==> src/rtl/seq_det_pkg.sv <==
// Shared definitions for the parametrised sequence detector: detection mode,
// the length-register width helper and the configured-length clamp.
package seq_det_pkg;

   typedef enum logic {
      MODE_OVERLAP    = 1'b0,
      MODE_NONOVERLAP = 1'b1
   } mode_e;

   // Width that can hold every value 0..max_len inclusive.
   function automatic int lw_of(input int max_len);
      return $clog2(max_len + 1);
   endfunction

   function automatic int clamp_len(input int len, input int max);
      return (len > max) ? max : len;
   endfunction

endpackage

==> src/rtl/seq_hist_shreg.sv <==
// Serial history shift register (newest bit in [0]) with a saturating count
// of how many valid bits it holds since the last clear.
module seq_hist_shreg
   import seq_det_pkg::*;
#(
   parameter int MAX_LEN = 8,
   parameter int LW      = lw_of(MAX_LEN)
) (
   input  logic               clk,
   input  logic               resetn,
   input  logic               en,
   input  logic               clr,
   input  logic               d,
   output logic [MAX_LEN-1:0] hist,
   output logic [LW-1:0]      fill
);

   localparam logic [LW-1:0] FILL_MAX = LW'(MAX_LEN);

   // clr only forgets the count; the shifted bits stay so that a cleared
   // history can never produce a match until fill has recovered anyway.
   always_ff @(posedge clk) begin
      if (!resetn) begin
         hist <= '0;
         fill <= '0;
      end else begin
         if (en) begin
            hist <= {hist[MAX_LEN-2:0], d};
         end
         if (clr) begin
            fill <= '0;
         end else if (en && (fill != FILL_MAX)) begin
            fill <= fill + 1'b1;
         end
      end
   end

endmodule

==> src/rtl/seq_detect_param.sv <==
// Runtime-programmable serial pattern detector with overlap/non-overlap
// detection, Mealy or Moore match pulse, and a saturating match counter.
module seq_detect_param
   import seq_det_pkg::*;
#(
   parameter int MAX_LEN = 8,
   parameter int OVERLAP = 1,
   parameter int MEALY   = 1,
   parameter int CNT_W   = 8,
   localparam int LW     = lw_of(MAX_LEN)
) (
   input  logic               clk,
   input  logic               resetn,
   input  logic               cfg_load,
   input  logic [MAX_LEN-1:0] cfg_pattern,
   input  logic [LW-1:0]      cfg_len,
   input  logic               i_valid,
   input  logic               i,
   output logic               y,
   output logic [CNT_W-1:0]   match_cnt,
   output logic               armed
);

   // Input handshake: i is consumed on every rising edge where i_valid=1 and
   // cfg_load=0; there is no back-pressure, the detector is always ready.

   localparam mode_e            MODE    = (OVERLAP != 0) ? MODE_OVERLAP : MODE_NONOVERLAP;
   localparam logic [CNT_W-1:0] CNT_MAX = '1;

   logic [MAX_LEN-1:0] pat;
   logic [LW-1:0]      len;
   logic [LW-1:0]      len_d;
   logic [MAX_LEN-1:0] hist;
   logic [LW-1:0]      fill;
   logic [MAX_LEN:0]   window;
   logic [MAX_LEN:0]   mask;
   logic               len_ok;
   logic               fill_ok;
   logic               hit;
   logic               sh_en;
   logic               sh_clr;
   logic               y_q;

   assign len_d = LW'(clamp_len(int'(cfg_len), MAX_LEN));

   always_comb begin
      mask = '0;
      for (int k = 0; k <= MAX_LEN; k++) begin
         if (k < int'(len)) begin
            mask[k] = 1'b1;
         end
      end
   end

   assign window  = {hist, i};
   assign len_ok  = (len >= LW'(2));
   // fill >= len-1 written without the subtraction so len=0 cannot wrap.
   assign fill_ok = (({1'b0, fill} + (LW+1)'(1)) >= {1'b0, len});
   assign hit     = i_valid & ~cfg_load & len_ok & fill_ok &
                    (((window ^ {1'b0, pat}) & mask) == '0);
   assign armed   = len_ok & fill_ok;

   assign sh_en  = i_valid & ~cfg_load;
   assign sh_clr = cfg_load | (hit & (MODE == MODE_NONOVERLAP));

   seq_hist_shreg #(
      .MAX_LEN (MAX_LEN),
      .LW      (LW)
   ) u_hist (
      .clk    (clk),
      .resetn (resetn),
      .en     (sh_en),
      .clr    (sh_clr),
      .d      (i),
      .hist   (hist),
      .fill   (fill)
   );

   always_ff @(posedge clk) begin
      if (!resetn) begin
         pat       <= '0;
         len       <= '0;
         match_cnt <= '0;
         y_q       <= 1'b0;
      end else if (cfg_load) begin
         pat       <= cfg_pattern;
         len       <= len_d;
         match_cnt <= '0;
         y_q       <= 1'b0;
      end else begin
         y_q <= hit;
         if (hit && (match_cnt != CNT_MAX)) begin
            match_cnt <= match_cnt + 1'b1;
         end
      end
   end

   assign y = (MEALY != 0) ? hit : y_q;

endmodule

==> config.mk <==
export PLATFORM = sky130hd
export DESIGN_NAME = seq_detect_param
export DESIGN_NICKNAME = d
export VERILOG_FILES = /design/src/rtl/seq_det_pkg.sv /design/src/rtl/seq_hist_shreg.sv /design/src/rtl/seq_detect_param.sv
export SDC_FILE = /design/constraint.sdc
export NUM_CORES = 1
export LEC_CHECK = 0
export CAP_MARGIN = 5
export CORE_UTILIZATION = 45
export DETAILED_ROUTE_END_ITERATION = 6
export PLACE_DENSITY = 0.74
export SYNTH_ARGS = -nofsm -noshare
export SYNTH_HDL_FRONTEND = slang
export SYNTH_SLANG_ARGS = --single-unit
export TNS_END_PERCENT = 20
==> constraint.sdc <==
create_clock -name clk -period 3.9 [get_ports clk]
set_clock_uncertainty 0.05 [all_clocks]
set_input_delay 0.975 -clock clk [delete_from_list [all_inputs] [get_ports clk]]
set_output_delay 0.975 -clock clk [all_outputs]
set_load 0.01 [all_outputs]
==> results.json <==
{
  "status": "finished clean",
  "cp.arrival_ns": 2.52,
  "dr.pass1.iters": 6,
  "numPortBuffers": 26,
  "grt_max_degree": 23,
  "routed_via_density": 5.37,
  "design_area_um2": 2150,
  "hold_path.class": "reg2reg",
  "die_w_um": 64.5,
  "clk_latency_ns": 0.28,
  "ys_ff_latch": 32,
  "rsz0062_at_grt": "no",
  "fmax_ghz": 0.282,
  "ant_nets": 0,
  "holdWs_ns": 0.435,
  "synth_top_family_by_area": "simple AND/OR/NAND/NOR gates",
  "post-cts-setup-buffers": 0,
  "cts_sinks": 32,
  "fin_tns_setup_ns": 0,
  "grt_first_pass_wirelength_mm": 6.00,
  "synth-simple-area-share": 0.246,
  "initial_utilization": 0.473,
  "io_pins": 27,
  "grt_pass1_vias": 1365,
  "totalWireLength_mm": 3.41,
  "cp.required_ns": 2.87,
  "max_slew_margin": 0.647,
  "cp_max_fo": 5,
  "muxShareOfSynthArea": 0.0626,
  "area_growth_pct": 22.3,
  "cp-start-kind": "register",
  "crit_path_top_delay_cell": "clkdlybuf4s50_1",
  "timing.final.crit_period_ns": 3.54,
  "path_cells": "inv_1, ha_1, ha_1, a21o_1, a211o_1, o211ai_1, inv_1, clkdlybuf4s50_1",
  "synth_warnings": 0,
  "worst_pin_slew_ns": 0.528,
  "coreArea_um2": 3720,
  "tritoncts": "yes",
  "setup_violations": 0,
  "dieArea_um2": 4160,
  "via_count": 1467,
  "slowest_delay_ns": 0.48,
  "async_reset_ff_frac": 0,
  "netlist_area_um2": 1760,
  "netlist_instances": 197,
  "cts-root-buf": "clkbuf_8",
  "power_density_nw_per_um2": 347,
  "die_y_um": 64.5,
  "cts_max_level": 2,
  "p_leak_nw": 0.819,
  "postSynthAreaPerCell_um2": 8.93,
  "row_count": 22,
  "ys.flop_type": "dfxtp_1",
  "cts_buffers": 5,
  "cp-end-kind": "output port",
  "wl_per_cell_um": 12.5,
  "crit_type": "reg2out",
  "antenna_found_initial": 0,
  "hold_viol_final": 0,
  "drive_above_1_share": 0.0978,
  "ir_drop_mv": 0.211,
  "synth_xor_area_frac": 0.0548,
  "cts.path.max_buffers": 2,
  "hpwlAfterDp_mm": 2.45,
  "final_nets": 248,
  "gr-total-overflow": 0,
  "max_cap_violations": 0,
  "route.detailed.drc": 0,
  "drt_iter0_drc": 194,
  "synth_compound_area_frac": 0.163,
  "synth_cell_types": 46,
  "synthAdderAreaFrac": 0.0498,
  "critical_path.top_delay_family": "buffers and inverters",
  "path_buf_inv": 3,
  "place.gp.congestion": 0.778,
  "num_antenna_cells": 0,
  "slew_viol_final": 0,
  "grt_use_total": 0.186,
  "clk_pin_slew_ns": 0.07,
  "synth_edf_count": 0,
  "min_period_over_period": 0.909,
  "syn_nets": 221,
  "yosysSeqAreaShare": 0.364,
  "placed_cell_area_um2": 2040
}
worst min-delay path: stages (launching register included):
cell,delay [ns]
dfxtp_1,0.32
nand2_1,0.06
a21boi_0,0.07
flip-flops by register name, summed over array words and instances, names as in the netlist:
| signal | flops |
|---|---|
| len | 4 |
| match_cnt | 8 |
| pat | 8 |
| u_hist.fill | 4 |
| u_hist.hist | 8 |
cells in the mapped netlist (all sizes together) (2+ instances only):
cell / number / area [µm²]
ha: 7 / 87.6
xnor2: 7 / 61.3
o211ai: 2 / 20.0
o22ai: 2 / 12.5
and2: 2 / 12.5
xor2: 4 / 35.0
nor2: 6 / 22.5
a21oi: 9 / 45.0
or2b: 2 / 16.3
buf: 6 / 56.3
dfxtp: 32 / 641
nand2: 24 / 90.1
mux2i: 11 / 110
clkbuf: 5 / 18.8
and3: 2 / 13.8
o31ai: 5 / 37.5
nor3: 4 / 25.0
a21o: 2 / 15.0
nand3: 4 / 25.0
nand4: 5 / 31.3
nand2b: 3 / 18.8
nor2b: 13 / 81.3
a31oi: 2 / 12.5
a21boi: 8 / 60.1
inv: 8 / 30.0
or4: 7 / 52.6
o21ai: 3 / 15.0
path summary, 6_finish.rpt:
check	from	to	slack [ns]	cells past startpoint
setup reg to reg	u_hist.fill[0]	match_cnt[6]	1.41	9
setup / recovery	u_hist.fill[0]	armed	0.36	8
hold reg to reg	u_hist.hist[7]	u_hist.hist[7]	0.43	2
hold / removal	u_hist.hist[7]	u_hist.hist[7]	0.43	2
cells by family after synthesis:
group,Yosys count
multiplexers,11
flip-flops,32
AO/OA/AOI/OAI,40
adder cells (fa/ha/maj),7
AND/OR/NAND/NOR,77
XOR/XNOR,11
buffers and inverters,19
cell type report:
type                       count  area [µm²]
clock inverter                 2        35.0
timing repair buffer          31         300
multi-input combinational    146        1010
tap                           48        60.1
clock buffer                   6        72.6
sequential                    32         641
fill                         352        1560
inverter                       8        30.0
metal layers:
| layer | routed length, µm | global-route usage | up-vias |
|---|---|---|---|
| met2 | 1410 | 0.289 | 42 |
| met5 | 0 | 0 | - |
| met4 | 80 | 0.0889 | 0 |
| met3 | 153 | 0.0440 | 9 |
| li1 | - | - | 748 |
| met1 | 1770 | 0.240 | 668 |
where the power goes:
part	internal (mW)	switching [mW]
clock network	0.189	0.119
registers	0.335	0.00984
logic	0.0493	0.0431
layout by cell type (no fill, tap or decap), types with 2 or more instances in the layout:
cell type        instances
nand3_1                  3
o31ai_1                  5
nor3_1                   3
mux2i_1                 11
o22ai_1                  2
inv_1                    8
a21oi_1                  9
a21boi_0                 8
o21ai_0                  3
a31oi_1                  2
xor2_1                   4
buf_4                    5
clkdlybuf4s50_1         25
dfxtp_1                 32
nand4_1                  5
nor2_1                   6
a21o_1                   2
nand2b_1                 3
or4_1                    7
clkbuf_8                 5
xnor2_1                  7
nand2_1                 24
ha_1                     7
nor2b_1                 13
and2_1                   2
repair_timing:
| action | CTS | global route |
|---|---|---|
| endpoints found under the setup margin | 0 | 1 |
| resized for setup | 0 | 1 |
| hold endpoints to repair | 0 | 0 |
| hold buffers | 0 | 0 |
stage by stage:
step	instances	setup slack [ns]	util	power, mW
after floorplan	197	0.996	-	0.414
after global placement	265	0.0736	0.549	0.444
after detailed placement	265	0.0631	0.549	0.445
after CTS	273	0.0631	0.578	0.757
after global routing	273	0.226	0.579	0.784
final	273	0.356	0.579	0.746
No activity file was read; power rests on OpenSTA's default activity.
==> patch 1: new RTL, same settings <==
Change the parameter `CNT_W` from 8 to 12.
--- a/src/rtl/seq_detect_param.sv
+++ b/src/rtl/seq_detect_param.sv
@@ -6,7 +6,7 @@
    parameter int MAX_LEN = 8,
    parameter int OVERLAP = 1,
    parameter int MEALY   = 1,
-   parameter int CNT_W   = 8,
+   parameter int CNT_W   = 12,
    localparam int LW     = lw_of(MAX_LEN)
 ) (
    input  logic               clk,
Ports: changed (resized match_cnt); port bits go from 27 to 31. The function was not compared with the original's and may differ.
==> patch 1 against the original RTL <==
  * Die area increased by 6.3%
  * Total power rose by 5.2%
  * Count of clock-buffer cells in the layout decreased by 1
  * Wire length rose by 12%
  * Sequential cell count grew 4
  * Synthesized area rose by 6.5%
  * Final area rose by 8.0%
  * Sequential share of layout area is 1.2 points higher
  * Global-route usage is 0.68 points higher
  * Setup slack lost 0.25 ns
  * Largest power group unchanged
==> patch 1: results (changes against the original RTL) <==
----------------------------------------------------
[Outcome]
  Run status ... finished, final reports clean

[Yosys]
  Share of synthesized area spent on multiplexers ... 6.947% (+0.69 points)
  Synthesized-area fraction occupied by adder cells ... 4.676% (-0.30 points)
  Synth Net Count ... 239 (+8.1%)
  Post-synthesis xor/xnor area fraction ... 5.144% (-0.33 points)
  Compound-gate portion of the synthesized area ... 16.83% (+0.55 points)
  Synth top cells by count ... sky130_fd_sc_hd__dfxtp_1, sky130_fd_sc_hd__nand2_1, sky130_fd_sc_hd__nor2b_1
  Number of flip-flops and latches in the synthesized netlist ... 36 (+13%)
  Library cells used by synthesis ... 37 (-20%)

[Cells and area]
  Fill cells ... 374 (+6.3%)
  Count of multi-input combinational gates ... 161 (+10%)
  Number of clock buffer instances in the layout ... 5 (-1)
  Clk cell area share ... 4.790% (-0.21 points)
  Multi-input logic portion of the cell area ... 46.29% (-0.81 points)
  Relative area of non-clock buffer cells in the final design ... 14.10% (+0.15 points)
  Proportion of layout cells with a drive suffix above 1 ... 7.724% (-2.1 points)

[Worst setup path]
  Critical path's slowest cell ... sky130_fd_sc_hd__or4_4
  Source of the worst register-to-register timing path ... len[0]
  Largest delay contributor family on the critical path ... simple AND/OR/NAND/NOR gates
  End of the worst register-to-register path ... match_cnt[11]
  R2r setup slk ... 1.28 ns (-0.13 ns)
  Maximum fanout along the worst path ... 2 (-3)

[Routing]
  Iter 0 DRT Violations ... 96 (-51%)
  Total iterations of the first detailed-routing run ... 4 (-2)
  Drt via density ... 5.277 (-1.8%)
  Detailed route wirelength on metal3 ... 99 um (-35%)
  Met2 Routed Length ... 1799 um (+28%)

[Power]
  Max VDD drop ... 0.0002266 V (+7.3%)
  Static Leak ... 0.9746 nW (+19%)

[Placement]
  Gpl congestion ... 0.7996 (+2.8%)
  Placement-stage cell area ... 2216 sq um (+8.5%)
  Port bufs ... 30 (+15%)
  Final HPWL DP ... 2703 um (+11%)

[Global route]
  Met1 track utilization from global routing ... 23.95% (about the same)
  Global-route met2 utilization ... 32.02% (+3.1 points)

[STA]
  Relative slew margins ... 49.88% (-15 points)
  Worst Hold Margin ... 0.4320 ns (-0.002551 ns)

----------------------------------------------------
## patch 1: changes by cell type after synthesis, moves of 3 or more
cell                       delta
sky130_fd_sc_hd__nor2_1       +6
sky130_fd_sc_hd__o31ai_1      -5
sky130_fd_sc_hd__nand2_1      +7
sky130_fd_sc_hd__or4_1        -6
sky130_fd_sc_hd__clkbuf_1     +4
sky130_fd_sc_hd__and3_1       +5
sky130_fd_sc_hd__a41o_1       +6
sky130_fd_sc_hd__a31oi_1      +4
sky130_fd_sc_hd__nand2b_1     +3
sky130_fd_sc_hd__buf_6        -3
sky130_fd_sc_hd__dfxtp_1      +4
## patch 1: what timing repair did
item,in CTS,in global routing
gates resized for setup,4,1
setup endpoints to repair,1,1
pin swaps,1,1
hold buffers,0,0
setup buffers,0,0
## patch 1: per-stage QoR
step	util (%)	power [mW]	TNS, ns	setup WS, ns
floorplan	-	0.4367	0	0.2996
global placement	55.40	0.4678	-0.4165	-0.4165
detailed placement	55.40	0.4689	-0.4129	-0.4129
CTS	58.05	0.7939	0	0.04747
global route	58.12	0.8206	0	0.01954
finish	58.12	0.7845	0	0.1061
## patch 1: tightest hold or removal path, stage by stage, from the launching register on
cell and delay [ns]:
sky130_fd_sc_hd__dfxtp_1 0.31, sky130_fd_sc_hd__nand2_1 0.05, sky130_fd_sc_hd__a21boi_0 0.07
## patch 1: power groups by stage
stage | combinational, mW | sequential [mW] | clock [mW]
4_1_cts | 0.0779 | 0.383 | 0.333
2_1_floorplan | 0.0474 | 0.389 | 0
5_1_grt | 0.0860 | 0.384 | 0.351
3_3_place_gp | 0.0767 | 0.391 | 0
3_5_place_dp | 0.0776 | 0.391 | 0
6_report | 0.0772 | 0.383 | 0.325
==> patch 2: new RTL, same flow settings <==
Without the edit above. Put a register stage on the outputs `y` and `armed`, without a reset. The values now appear one clock later. The other outputs are not delayed to match.
--- a/src/rtl/seq_detect_param.sv
+++ b/src/rtl/seq_detect_param.sv
@@ -58,7 +58,10 @@
    assign fill_ok = (({1'b0, fill} + (LW+1)'(1)) >= {1'b0, len});
    assign hit     = i_valid & ~cfg_load & len_ok & fill_ok &
                     (((window ^ {1'b0, pat}) & mask) == '0);
-   assign armed   = len_ok & fill_ok;
+   always_ff @(posedge clk) begin
+      y     <= (MEALY != 0) ? hit : y_q;
+      armed <= len_ok & fill_ok;
+   end
 
    assign sh_en  = i_valid & ~cfg_load;
    assign sh_clr = cfg_load | (hit & (MODE == MODE_NONOVERLAP));
@@ -95,7 +98,6 @@
       end
    end
 
-   assign y = (MEALY != 0) ? hit : y_q;
 
 endmodule
 
Formal check against the unedited RTL: not equivalent (Yosys sat finds a counterexample within 4 cycles, from zero or initial values and one cycle with resetn low).
==> patch 2 against the original RTL <==
  * Wire length is essentially flat
  * Final area down 0.41%
  * Synthesized area grew 2.3%
  * Largest cell class unchanged
  * Count of clock-buffer cells in the layout grew 1
  * Setup slack improved by 0.58 ns
  * First-iteration DRC count is 55% lower
  * Highest routed layer unchanged
  * Sequential cell count is 2 higher
  * Total power shrank 2.8%
==> patch 2: results (changes against the original RTL) <==
----------------------------------------------------
[Worst setup path]
  Critical path's slowest cell ... sky130_fd_sc_hd__or4_1
  Largest delay contributor family on the critical path ... simple AND/OR/NAND/NOR gates
  Stage delay of the slowest cell on the critical path ... 0.54 ns (+0.06 ns)
  Maximum fanout along the worst path ... 15 (+10)
  Arrival @ worst endpoint ... 3.13 ns (+0.61 ns)

[Yosys]
  Share of async-settable or async-resettable flops after synthesis ... 0% (unchanged)
  Share of the yosys chip area belonging to registers ... 37.83% (+1.4 points)
  Share of the synthesized area in the top cell type ... 37.83% (+1.4 points)
  Yosys warnings ... 0 (unchanged)
  Synthesized netlist cell count ... 199 (+1.0%)
  Most area-consuming cells after synthesis ... sky130_fd_sc_hd__dfxtp_1, sky130_fd_sc_hd__mux2i_1, sky130_fd_sc_hd__nand2_1
  Synth Net Count ... 223 (+0.90%)
  Synth top cells by count ... sky130_fd_sc_hd__dfxtp_1, sky130_fd_sc_hd__nand2_1, sky130_fd_sc_hd__nor2b_1

[CTS]
  Max Buffers Root-to-Sink ... 2 (unchanged)
  Setup Fix Bufs, Post-CTS ... 0 (unchanged)
  CTS HTree Levels ... 2 (unchanged)
  # resized after CTS ... 0 (unchanged)

[Cells and area]
  Number of standard cells in the layout, taps in and fillers out ... 271 (-0.73%)
  Number of nets in the layout ... 246 (-0.81%)
  Proportion of layout cells with a drive suffix above 1 ... 8.072% (-1.7 points)
  Largest registers ... match_cnt (8), pat (8), u_hist.hist (8)

[Placement]
  Placed Cells ... 263 (-0.75%)
  Final HPWL DP ... 2411 um (-1.4%)
  Gpl congestion ... 0.8280 (+6.5%)
  Placement-stage cell area ... 2052 sq um (+0.49%)

[Global route]
  Combined global-route utilization of all metal layers ... 17.85% (-0.73 points)
  Via count of the first global-routing pass ... 1277 (-6.4%)
  Global-route wire length before repair ... 5789 um (-3.5%)

[Routing]
  Overall routed net length ... 3405 um (about the same)
  Total iterations of the first detailed-routing run ... 4 (-2)
  Drt via density ... 5.376 (about the same)
  Iter 0 DRT Violations ... 87 (-55%)

[STA]
  Relative slew margins ... 29.59% (-35 points)

[Power]
  Max VDD drop ... 0.0002182 V (+3.3%)
  Static Leak ... 0.7917 nW (-3.4%)

[Outcome]
  Run status ... finished, final reports clean

----------------------------------------------------
-- patch 2: path summary, 6_finish.rpt --
| path | from | endpoint | slack (ns) | depth (start not counted) |
|---|---|---|---|---|
| setup / recovery | i_valid | match_cnt[2] | 0.94 | 6 |
| hold / removal | u_hist.hist[7] | u_hist.hist[7] | 0.44 | 2 |
| setup reg to reg | u_hist.fill[0] | match_cnt[6] | 1.22 | 8 |
| hold reg to reg | u_hist.hist[7] | u_hist.hist[7] | 0.44 | 2 |
-- patch 2: kinds of logic after synthesis --
family | share of synthesized area, %
DFF | 37.83
AOI/OAI and AO/OA | 15.93
adders and majority gates | 4.868
buffers and inverters | 5.841
and+or+nand+nor | 24.06
muxes | 6.120
xor gates and xnor gates | 5.355
-- patch 2: stage by stage --
step | hold WS (ns) | worst slack (ns) | util (%)
finish | 0.4399 | 0.9356 | 57.25
global route | 0.4702 | 0.8316 | 57.25
CTS | 0.4401 | 0.9576 | 57.25
detailed placement | 0.4281 | 0.6640 | 54.81
global placement | 0.4340 | 0.7265 | 54.81
floorplan | 0.4050 | 1.345 | -
-- patch 2: area by class of cell --
cell class                      instances  area, sq um
Multi-Input combinational cell        146         1013
Clock inverter                          1        5.005
Fill cell                             356         1600
Tap cell                               48        60.06
Sequential cell                        34        680.7
Clock buffer                            7        86.33
Inverter                                8        30.03
Timing Repair Buffer                   27        267.8
-- patch 2: per-layer routing --
| metal | wire, um | track usage [%] |
|---|---|---|
| met1 | 1648 | 23.08 |
| met2 | 1557 | 27.58 |
| met3 | 145 | 5.208 |
| met4 | 53 | 7.337 |
| met5 | 0 | 0 |
-- patch 2: power breakdown --
part,switching [mW],internal (mW),total (mW)
Clock,0.127,0.142,0.269
Combinational,0.0431,0.0460,0.0891
Sequential,0.00983,0.357,0.367
Total,0.180,0.546,0.725
